<file path="src/rtl/wid_fifo_sched.sv">
// W-data FIFO bank controller: tags a free FIFO per AW, routes W beats by WID,
// flushes on beat-count completion and grants drain in AW-acceptance order.
module wid_fifo_sched #(
  parameter int unsigned NUM_FIFO = 4,
  parameter int unsigned ID_W     = 11,
  parameter int unsigned LEN_W    = 8,
  localparam int unsigned IDX_W   = $clog2(NUM_FIFO)
) (
  input  logic                     clk,
  input  logic                     rst,
  input  logic                     aw_valid,
  output logic                     aw_ready,
  input  logic [ID_W-1:0]          aw_id,
  input  logic [LEN_W-1:0]         aw_len,
  input  logic                     w_valid,
  output logic                     w_ready,
  input  logic [ID_W-1:0]          w_id,
  input  logic                     w_last,
  output logic [NUM_FIFO-1:0]      fifo_push,
  input  logic [NUM_FIFO-1:0]      fifo_ready,
  output logic [NUM_FIFO-1:0]      fifo_flush,
  input  logic [NUM_FIFO-1:0]      fifo_flush_done,
  output logic [NUM_FIFO*ID_W-1:0] fifo_tag,
  output logic [NUM_FIFO-1:0]      drain_grant,
  output logic [IDX_W-1:0]         drain_idx,
  output logic                     busy,
  output logic                     len_err
);
  localparam int unsigned CNT_W = IDX_W + 1;

  typedef enum logic [1:0] {
    S_FREE  = 2'd0,
    S_FILL  = 2'd1,
    S_FLUSH = 2'd2
  } slot_state_e;

  slot_state_e         state_q [NUM_FIFO];
  slot_state_e         state_d [NUM_FIFO];
  logic [ID_W-1:0]     tag_q   [NUM_FIFO];
  logic [ID_W-1:0]     tag_d   [NUM_FIFO];
  logic [LEN_W-1:0]    len_q   [NUM_FIFO];
  logic [LEN_W-1:0]    len_d   [NUM_FIFO];
  logic [LEN_W-1:0]    cnt_q   [NUM_FIFO];
  logic [LEN_W-1:0]    cnt_d   [NUM_FIFO];
  logic [IDX_W-1:0]    queue_q [NUM_FIFO];
  logic [IDX_W-1:0]    queue_d [NUM_FIFO];
  logic [IDX_W-1:0]    head_q, head_d, tail_q, tail_d;
  logic [CNT_W-1:0]    count_q, count_d;
  logic [NUM_FIFO-1:0] flush_d;
  logic                len_err_d;

  logic             free_any, id_block, hit_any;
  logic             aw_fire, w_fire, last_beat, head_ok, pop, done_err;
  logic [IDX_W-1:0] alloc_idx, hit_idx, head_slot;

  function automatic logic [IDX_W-1:0] ptr_inc(input logic [IDX_W-1:0] p);
    return (p == IDX_W'(NUM_FIFO - 1)) ? '0 : p + IDX_W'(1);
  endfunction

  // Slot scan; descending order so the lowest free index wins.
  always_comb begin
    free_any  = 1'b0;
    alloc_idx = '0;
    id_block  = 1'b0;
    hit_any   = 1'b0;
    hit_idx   = '0;
    busy      = 1'b0;
    fifo_tag  = '0;
    for (int i = int'(NUM_FIFO) - 1; i >= 0; i--) begin
      fifo_tag[i*ID_W +: ID_W] = tag_q[i];
      if (state_q[i] != S_FREE) busy = 1'b1;
      if (state_q[i] == S_FREE) begin
        free_any  = 1'b1;
        alloc_idx = IDX_W'(i);
      end
      if (state_q[i] == S_FILL && tag_q[i] == aw_id) id_block = 1'b1;
      if (state_q[i] == S_FILL && tag_q[i] == w_id) begin
        hit_any = 1'b1;
        hit_idx = IDX_W'(i);
      end
    end
  end

  assign aw_ready    = free_any & ~id_block;
  assign aw_fire     = aw_valid & aw_ready;
  assign w_ready     = hit_any & fifo_ready[hit_idx];
  assign w_fire      = w_valid & w_ready;
  assign fifo_push   = (hit_any && w_valid) ? (NUM_FIFO'(1) << hit_idx) : '0;
  assign last_beat   = (cnt_q[hit_idx] == len_q[hit_idx]);
  assign head_slot   = queue_q[head_q];
  assign head_ok     = (count_q != '0) && (state_q[head_slot] == S_FLUSH);
  assign drain_grant = head_ok ? (NUM_FIFO'(1) << head_slot) : '0;
  assign drain_idx   = head_ok ? head_slot : '0;
  assign pop         = head_ok & fifo_flush_done[head_slot];
  // Any flush_done outside the currently granted slot is a protocol error.
  assign done_err    = |(fifo_flush_done & ~drain_grant);

  // Next-state for slots, order queue and flags.
  always_comb begin
    state_d   = state_q;
    tag_d     = tag_q;
    len_d     = len_q;
    cnt_d     = cnt_q;
    queue_d   = queue_q;
    head_d    = head_q;
    tail_d    = tail_q;
    flush_d   = '0;
    len_err_d = len_err;
    count_d   = count_q + CNT_W'(aw_fire) - CNT_W'(pop);
    if (aw_fire) begin
      state_d[alloc_idx] = S_FILL;
      tag_d[alloc_idx]   = aw_id;
      len_d[alloc_idx]   = aw_len;
      cnt_d[alloc_idx]   = '0;
      queue_d[tail_q]    = alloc_idx;
      tail_d             = ptr_inc(tail_q);
    end
    if (w_fire) begin
      if (last_beat) begin
        state_d[hit_idx] = S_FLUSH;
        flush_d[hit_idx] = 1'b1;
      end else begin
        cnt_d[hit_idx] = cnt_q[hit_idx] + LEN_W'(1);
      end
      if (w_last != last_beat) len_err_d = 1'b1;
    end
    if (pop) begin
      state_d[head_slot] = S_FREE;
      head_d             = ptr_inc(head_q);
    end
    if (done_err) len_err_d = 1'b1;
  end

  always_ff @(posedge clk or negedge rst) begin
    if (!rst) begin
      for (int i = 0; i < int'(NUM_FIFO); i++) begin
        state_q[i] <= S_FREE;
        tag_q[i]   <= '0;
        len_q[i]   <= '0;
        cnt_q[i]   <= '0;
        queue_q[i] <= '0;
      end
      head_q     <= '0;
      tail_q     <= '0;
      count_q    <= '0;
      fifo_flush <= '0;
      len_err    <= 1'b0;
    end else begin
      state_q    <= state_d;
      tag_q      <= tag_d;
      len_q      <= len_d;
      cnt_q      <= cnt_d;
      queue_q    <= queue_d;
      head_q     <= head_d;
      tail_q     <= tail_d;
      count_q    <= count_d;
      fifo_flush <= flush_d;
      len_err    <= len_err_d;
    end
  end
endmodule
</file>
<file path="config.mk">
export PLATFORM = sky130hd
export DESIGN_NAME = wid_fifo_sched
export DESIGN_NICKNAME = d
export VERILOG_FILES = /design/src/rtl/wid_fifo_sched.sv
export SDC_FILE = /design/constraint.sdc
export NUM_CORES = 1
export LEC_CHECK = 0
export ABC_AREA = 1
export CELL_PAD_IN_SITES_DETAIL_PLACEMENT = 1
export CELL_PAD_IN_SITES_GLOBAL_PLACEMENT = 1
export CORE_MARGIN = 5
export CORE_UTILIZATION = 30
export CTS_CLUSTER_DIAMETER = 60
export DETAILED_ROUTE_END_ITERATION = 8
export GPL_TIMING_DRIVEN = 0
export PLACE_DENSITY = 0.76
export SYNTH_ARGS = -nofsm -noshare
export SYNTH_HDL_FRONTEND = slang
export SYNTH_SLANG_ARGS = --single-unit
</file>
<file path="constraint.sdc">
create_clock -name clk -period 2.4 [get_ports clk]
set_input_delay 0.48 -clock clk [delete_from_list [all_inputs] [get_ports clk]]
set_output_delay 0.48 -clock clk [all_outputs]
set_load 0.01 [all_outputs]
</file>
==> metrics.txt <==
# TYPE chip_impl_metric gauge
chip_impl_metric{name="cts_max_path_buffers",unit=""} 2
chip_impl_info{name="most-common-layout-cells",value="291 x sky130_fd_sc_hd__nand2_1, 131 x sky130_fd_sc_hd__buf_4, 122 x sky130_fd_sc_hd__inv_1, 120 x sky130_fd_sc_hd__dfrtp_1, 100 x sky130_fd_sc_hd__nand2_2"} 1
chip_impl_metric{name="syn-instance-count",unit=""} 1288
chip_impl_metric{name="gr-total-overflow",unit=""} 0
chip_impl_metric{name="synth_warnings",unit=""} 0
chip_impl_metric{name="cts_max_level",unit=""} 4
chip_impl_metric{name="power_per_standard_cell_area",unit="mW/mm^2"} 1109
chip_impl_metric{name="fin_crit",unit="ns"} 3.351
chip_impl_metric{name="r2r.worst_path.cells",unit=""} 20
chip_impl_metric{name="filler_cell_count",unit=""} 3365
chip_impl_info{name="cts_tree",value="built"} 1
chip_impl_metric{name="die_area",unit="mm^2"} 0.03259
chip_impl_metric{name="hpwlAfterDp",unit="um"} 26410
chip_impl_metric{name="placement_rows",unit=""} 62
chip_impl_metric{name="dpl_worst_slack",unit="ns"} -1.759
chip_impl_metric{name="layout_worst_path_cycle_share",unit="%"} 139.6
chip_impl_metric{name="hold_buffers",unit=""} 0
chip_impl_metric{name="initial_drc_count",unit=""} 1140
chip_impl_metric{name="post_synthesis_mean_instance_area",unit="um^2"} 6.774
chip_impl_info{name="path_class",value="in -> reg"} 1
chip_impl_metric{name="dp.cells",unit=""} 1766
chip_impl_metric{name="data_required_time_at_the_worst_endpoint",unit="ns"} 2.74
chip_impl_metric{name="design_power_total",unit="mW"} 16.73
chip_impl_metric{name="critical_path_arrival",unit="ns"} 3.69
chip_impl_info{name="outcome",value="finished, violations left"} 1
chip_impl_metric{name="maxSlewHeadroom",unit="%"} 46.34
chip_impl_metric{name="start_util",unit="%"} 30.40
chip_impl_metric{name="detailedRoute.firstPassIterationCount",unit=""} 5
chip_impl_info{name="crit-reg2reg-launch",value="fifo_tag[15]$_DFFE_PN0P_"} 1
chip_impl_metric{name="numCtsBuffers",unit=""} 17
chip_impl_info{name="grt_setup_unrepaired",value="true"} 1
chip_impl_metric{name="finalHoldWorstSlack",unit="ns"} -0.02231
chip_impl_metric{name="max_slew.worst_pin.slew",unit="ns"} 0.7996
chip_impl_metric{name="synth.yosys.seq_area_share",unit="%"} 39.01
chip_impl_metric{name="clkSlewWorstSetupHoldPaths",unit="ns"} 0.07
chip_impl_metric{name="clock_sinks",unit=""} 136
chip_impl_metric{name="route.detailed.drc",unit=""} 0
chip_impl_info{name="timing.critical_path.from_type",value="primary input"} 1
chip_impl_metric{name="leakage",unit="nW"} 7.027
chip_impl_info{name="crit_path_start",value="w_id[4]"} 1
chip_impl_metric{name="postSynthRegisterBits",unit=""} 136
chip_impl_metric{name="io_pins",unit=""} 105
chip_impl_metric{name="cp_max_fo",unit=""} 5
chip_impl_metric{name="totalWireLength",unit="um"} 53970
chip_impl_metric{name="fp.dieH",unit="um"} 180.5
chip_impl_metric{name="finish.net_count",unit=""} 1664
chip_impl_metric{name="areaGrowthSynthToFinish",unit="%"} 72.82
chip_impl_metric{name="drt.antenna.violating_nets",unit=""} 0
chip_impl_metric{name="max_cap_viol_count",unit=""} 0
chip_impl_metric{name="worstSkewPairLatency",unit="ns"} 0.47
chip_impl_metric{name="report.final.slew_viol_count",unit=""} 0
chip_impl_metric{name="maxClockFrequency",unit="MHz"} 298.4
chip_impl_info{name="setup.worst_path.end_class",value="flop"} 1
chip_impl_metric{name="final_setup_tns",unit="ns"} -64.93
chip_impl_info{name="failed_checks",value="negative hold slack, negative setup slack"} 1
chip_impl_metric{name="routed_via_density",unit=""} 5.781
chip_impl_metric{name="routedWlPerCell",unit="um"} 26.88
chip_impl_metric{name="setup-violations-final",unit=""} 145
chip_impl_metric{name="first_global_vias",unit=""} 11570
chip_impl_metric{name="layout-drive-gt1-share",unit="%"} 44.46
chip_impl_metric{name="die-width",unit="um"} 180.5
chip_impl_metric{name="final_area",unit="mm^2"} 0.01508
chip_impl_metric{name="ir_drop",unit="mV"} 0.5350
chip_impl_metric{name="grt_max_degree",unit=""} 88
chip_impl_metric{name="layoutNonFillerInstCount",unit=""} 2008
chip_impl_metric{name="placeableCoreArea",unit="mm^2"} 0.02870
chip_impl_metric{name="grt_first_pass_wirelength",unit="um"} 68260
chip_impl_metric{name="finClkSkew",unit="ns"} 0.02495
chip_impl_metric{name="globalplace.congestion",unit=""} 0.9244
chip_impl_metric{name="synth.net_count",unit=""} 1340
chip_impl_metric{name="grt_util_all_layers",unit="%"} 26.82
chip_impl_info{name="layout.cells.most_common",value="sky130_fd_sc_hd__nand2_1"} 1
chip_impl_info{name="clock_root_buffer_master",value="sky130_fd_sc_hd__clkbuf_16"} 1
chip_impl_metric{name="placement.io_buffers",unit=""} 93
chip_impl_metric{name="via_count",unit=""} 11610
chip_impl_metric{name="final_hold_violations",unit=""} 13
chip_impl_metric{name="synthesis.area",unit="mm^2"} 0.008725
chip_impl_metric{name="synth.lib_cells_used.distinct",unit=""} 42
chip_impl_info{name="worst_hold_path_type",value="in -> async"} 1
chip_impl_metric{name="placedInstanceArea",unit="mm^2"} 0.01036
chip_impl_metric{name="final_critical_path_setup_slack",unit="ns"} -0.9512
chip_impl_metric{name="antenna_violations_before_repair",unit=""} 0
chip_impl_metric{name="n_antenna_cell",unit=""} 0
## per-stage QoR
| step | hold WS [ns] | utilization (%) |
|---|---|---|
| floorplan | 0.1844 | - |
| global placement | 0.4568 | 35.99 |
| detailed placement | 0.4655 | 36.09 |
| CTS | 0.01224 | 47.42 |
| global route | 0.01659 | 52.53 |
| finish | -0.02231 | 52.53 |
## worst paths after layout
path | endpoint | slack, ns
hold reg to reg | len_q[27]$_DFFE_PN0P_ | 0.48
hold / removal | fifo_tag[2]$_DFFE_PN0P_ | -0.02
setup reg to reg | cnt_q[17]$_DFF_PN0_ | -0.94
setup / recovery | cnt_q[17]$_DFF_PN0_ | -0.95
min in group clk | fifo_tag[32]$_DFFE_PN0P_ | 0.30
max in group asynchronous | len_q[21]$_DFFE_PN0P_ | 1.57
## sequential cells by signal, summed over array words and instances, names as in the netlist
name        cells
head_q          2
count_q         3
fifo_tag       44
len_q          32
fifo_flush      4
len_err         1
tail_q          2
queue_q         8
cnt_q          32
state_q         8
## layout make-up
type,instances,area [um^2],area share (%)
Inverter,186,752.0,4.987
Tap cell,384,480.5,3.186
Buffer,42,599.3,3.975
Multi-Input combinational cell,925,6157,40.83
Clock buffer,24,501.7,3.328
Sequential cell,136,3423,22.70
Timing Repair Buffer,304,3073,20.38
Clock inverter,7,91.34,0.6058
## synth_stat cells
master	count	area, um^2
sky130_fd_sc_hd__nand3_4	1	17.52
sky130_fd_sc_hd__nand3_1	110	550.5
sky130_fd_sc_hd__o22ai_1	12	75.07
sky130_fd_sc_hd__nand3_2	3	30.03
sky130_fd_sc_hd__a21oi_1	9	45.04
sky130_fd_sc_hd__a22o_1	1	8.760
sky130_fd_sc_hd__o21ai_0	99	495.5
sky130_fd_sc_hd__nor2_2	7	43.79
sky130_fd_sc_hd__inv_2	14	52.55
sky130_fd_sc_hd__nor3b_1	1	7.510
sky130_fd_sc_hd__or3_1	1	6.260
sky130_fd_sc_hd__xor2_1	13	113.9
sky130_fd_sc_hd__a221oi_1	2	17.52
sky130_fd_sc_hd__a22oi_1	1	7.510
sky130_fd_sc_hd__buf_6	8	90.09
sky130_fd_sc_hd__nand2_1	416	1562
sky130_fd_sc_hd__buf_4	4	30.03
sky130_fd_sc_hd__nand2_4	7	78.83
sky130_fd_sc_hd__o2111ai_1	6	52.55
sky130_fd_sc_hd__nand4_1	22	137.6
sky130_fd_sc_hd__nor3_1	12	60.06
sky130_fd_sc_hd__nor2_4	2	22.52
sky130_fd_sc_hd__nor4_1	3	18.77
sky130_fd_sc_hd__a2111oi_0	1	8.760
sky130_fd_sc_hd__clkinv_1	4	15.01
sky130_fd_sc_hd__o221ai_1	3	26.28
sky130_fd_sc_hd__o22a_1	1	8.760
sky130_fd_sc_hd__ha_1	8	100.1
sky130_fd_sc_hd__nand3b_1	10	75.07
sky130_fd_sc_hd__inv_1	168	630.6
sky130_fd_sc_hd__xnor2_1	15	131.4
sky130_fd_sc_hd__buf_2	10	50.05
sky130_fd_sc_hd__o21ai_1	21	105.1
sky130_fd_sc_hd__nor2_1	123	461.7
sky130_fd_sc_hd__fa_1	1	20.02
sky130_fd_sc_hd__o21bai_1	1	7.510
sky130_fd_sc_hd__a221o_1	1	10.01
sky130_fd_sc_hd__nand2_2	9	56.30
sky130_fd_sc_hd__o211ai_1	1	7.510
sky130_fd_sc_hd__clkbuf_1	20	75.07
sky130_fd_sc_hd__a31o_2	1	8.760
sky130_fd_sc_hd__dfrtp_1	136	3403
## power breakdown
group          switching (mW)  leakage, nW  internal, mW  total, mW
Sequential              0.929         1.63          3.23       4.16
Clock                    1.16        0.292          1.66       2.82
Combinational            5.58         5.10          4.16       9.74
## repair_timing
item,in CTS,in global routing
setup endpoints to repair,146,147
pin swaps,106,109
buffers inserted,147,55
resized for setup,517,278
gates cloned,10,7
## cells by family after synthesis
| family | share of synthesized area (%) |
|---|---|
| flops | 39.01 |
| compound gates | 10.14 |
| fa+ha+maj | 1.377 |
| buf+inv | 10.81 |
| simple gates | 35.85 |
| xor+xnor | 2.811 |
## layer usage
layer / global-route usage (%) / vias up / wire length (um)
met1: 32.11 / 5777 / 19640
li1: - / 4753 / -
met3: 4.945 / 331 / 4353
met5: 0 / - / 0
met2: 46.74 / 747 / 25430
met4: 12.31 / 0 / 4550
## worst max-delay path: stages
cell	delay [ns]
sky130_fd_sc_hd__clkdlybuf4s18_2	0.32
sky130_fd_sc_hd__inv_2	0.12
sky130_fd_sc_hd__nand2_1	0.13
sky130_fd_sc_hd__nand2_1	0.09
sky130_fd_sc_hd__nor2_1	0.29
sky130_fd_sc_hd__nand2_1	0.11
sky130_fd_sc_hd__nor2_1	0.17
sky130_fd_sc_hd__nand2_2	0.12
sky130_fd_sc_hd__buf_4	0.15
sky130_fd_sc_hd__buf_4	0.14
sky130_fd_sc_hd__nand2_1	0.08
sky130_fd_sc_hd__nor3_1	0.05
sky130_fd_sc_hd__nor3_1	0.35
sky130_fd_sc_hd__nand3_1	0.21
sky130_fd_sc_hd__nor2_4	0.38
sky130_fd_sc_hd__nand2_8	0.14
sky130_fd_sc_hd__buf_6	0.17
sky130_fd_sc_hd__nand2_2	0.07
sky130_fd_sc_hd__o21ai_2	0.07
Power figures use the tool's default switching activity.
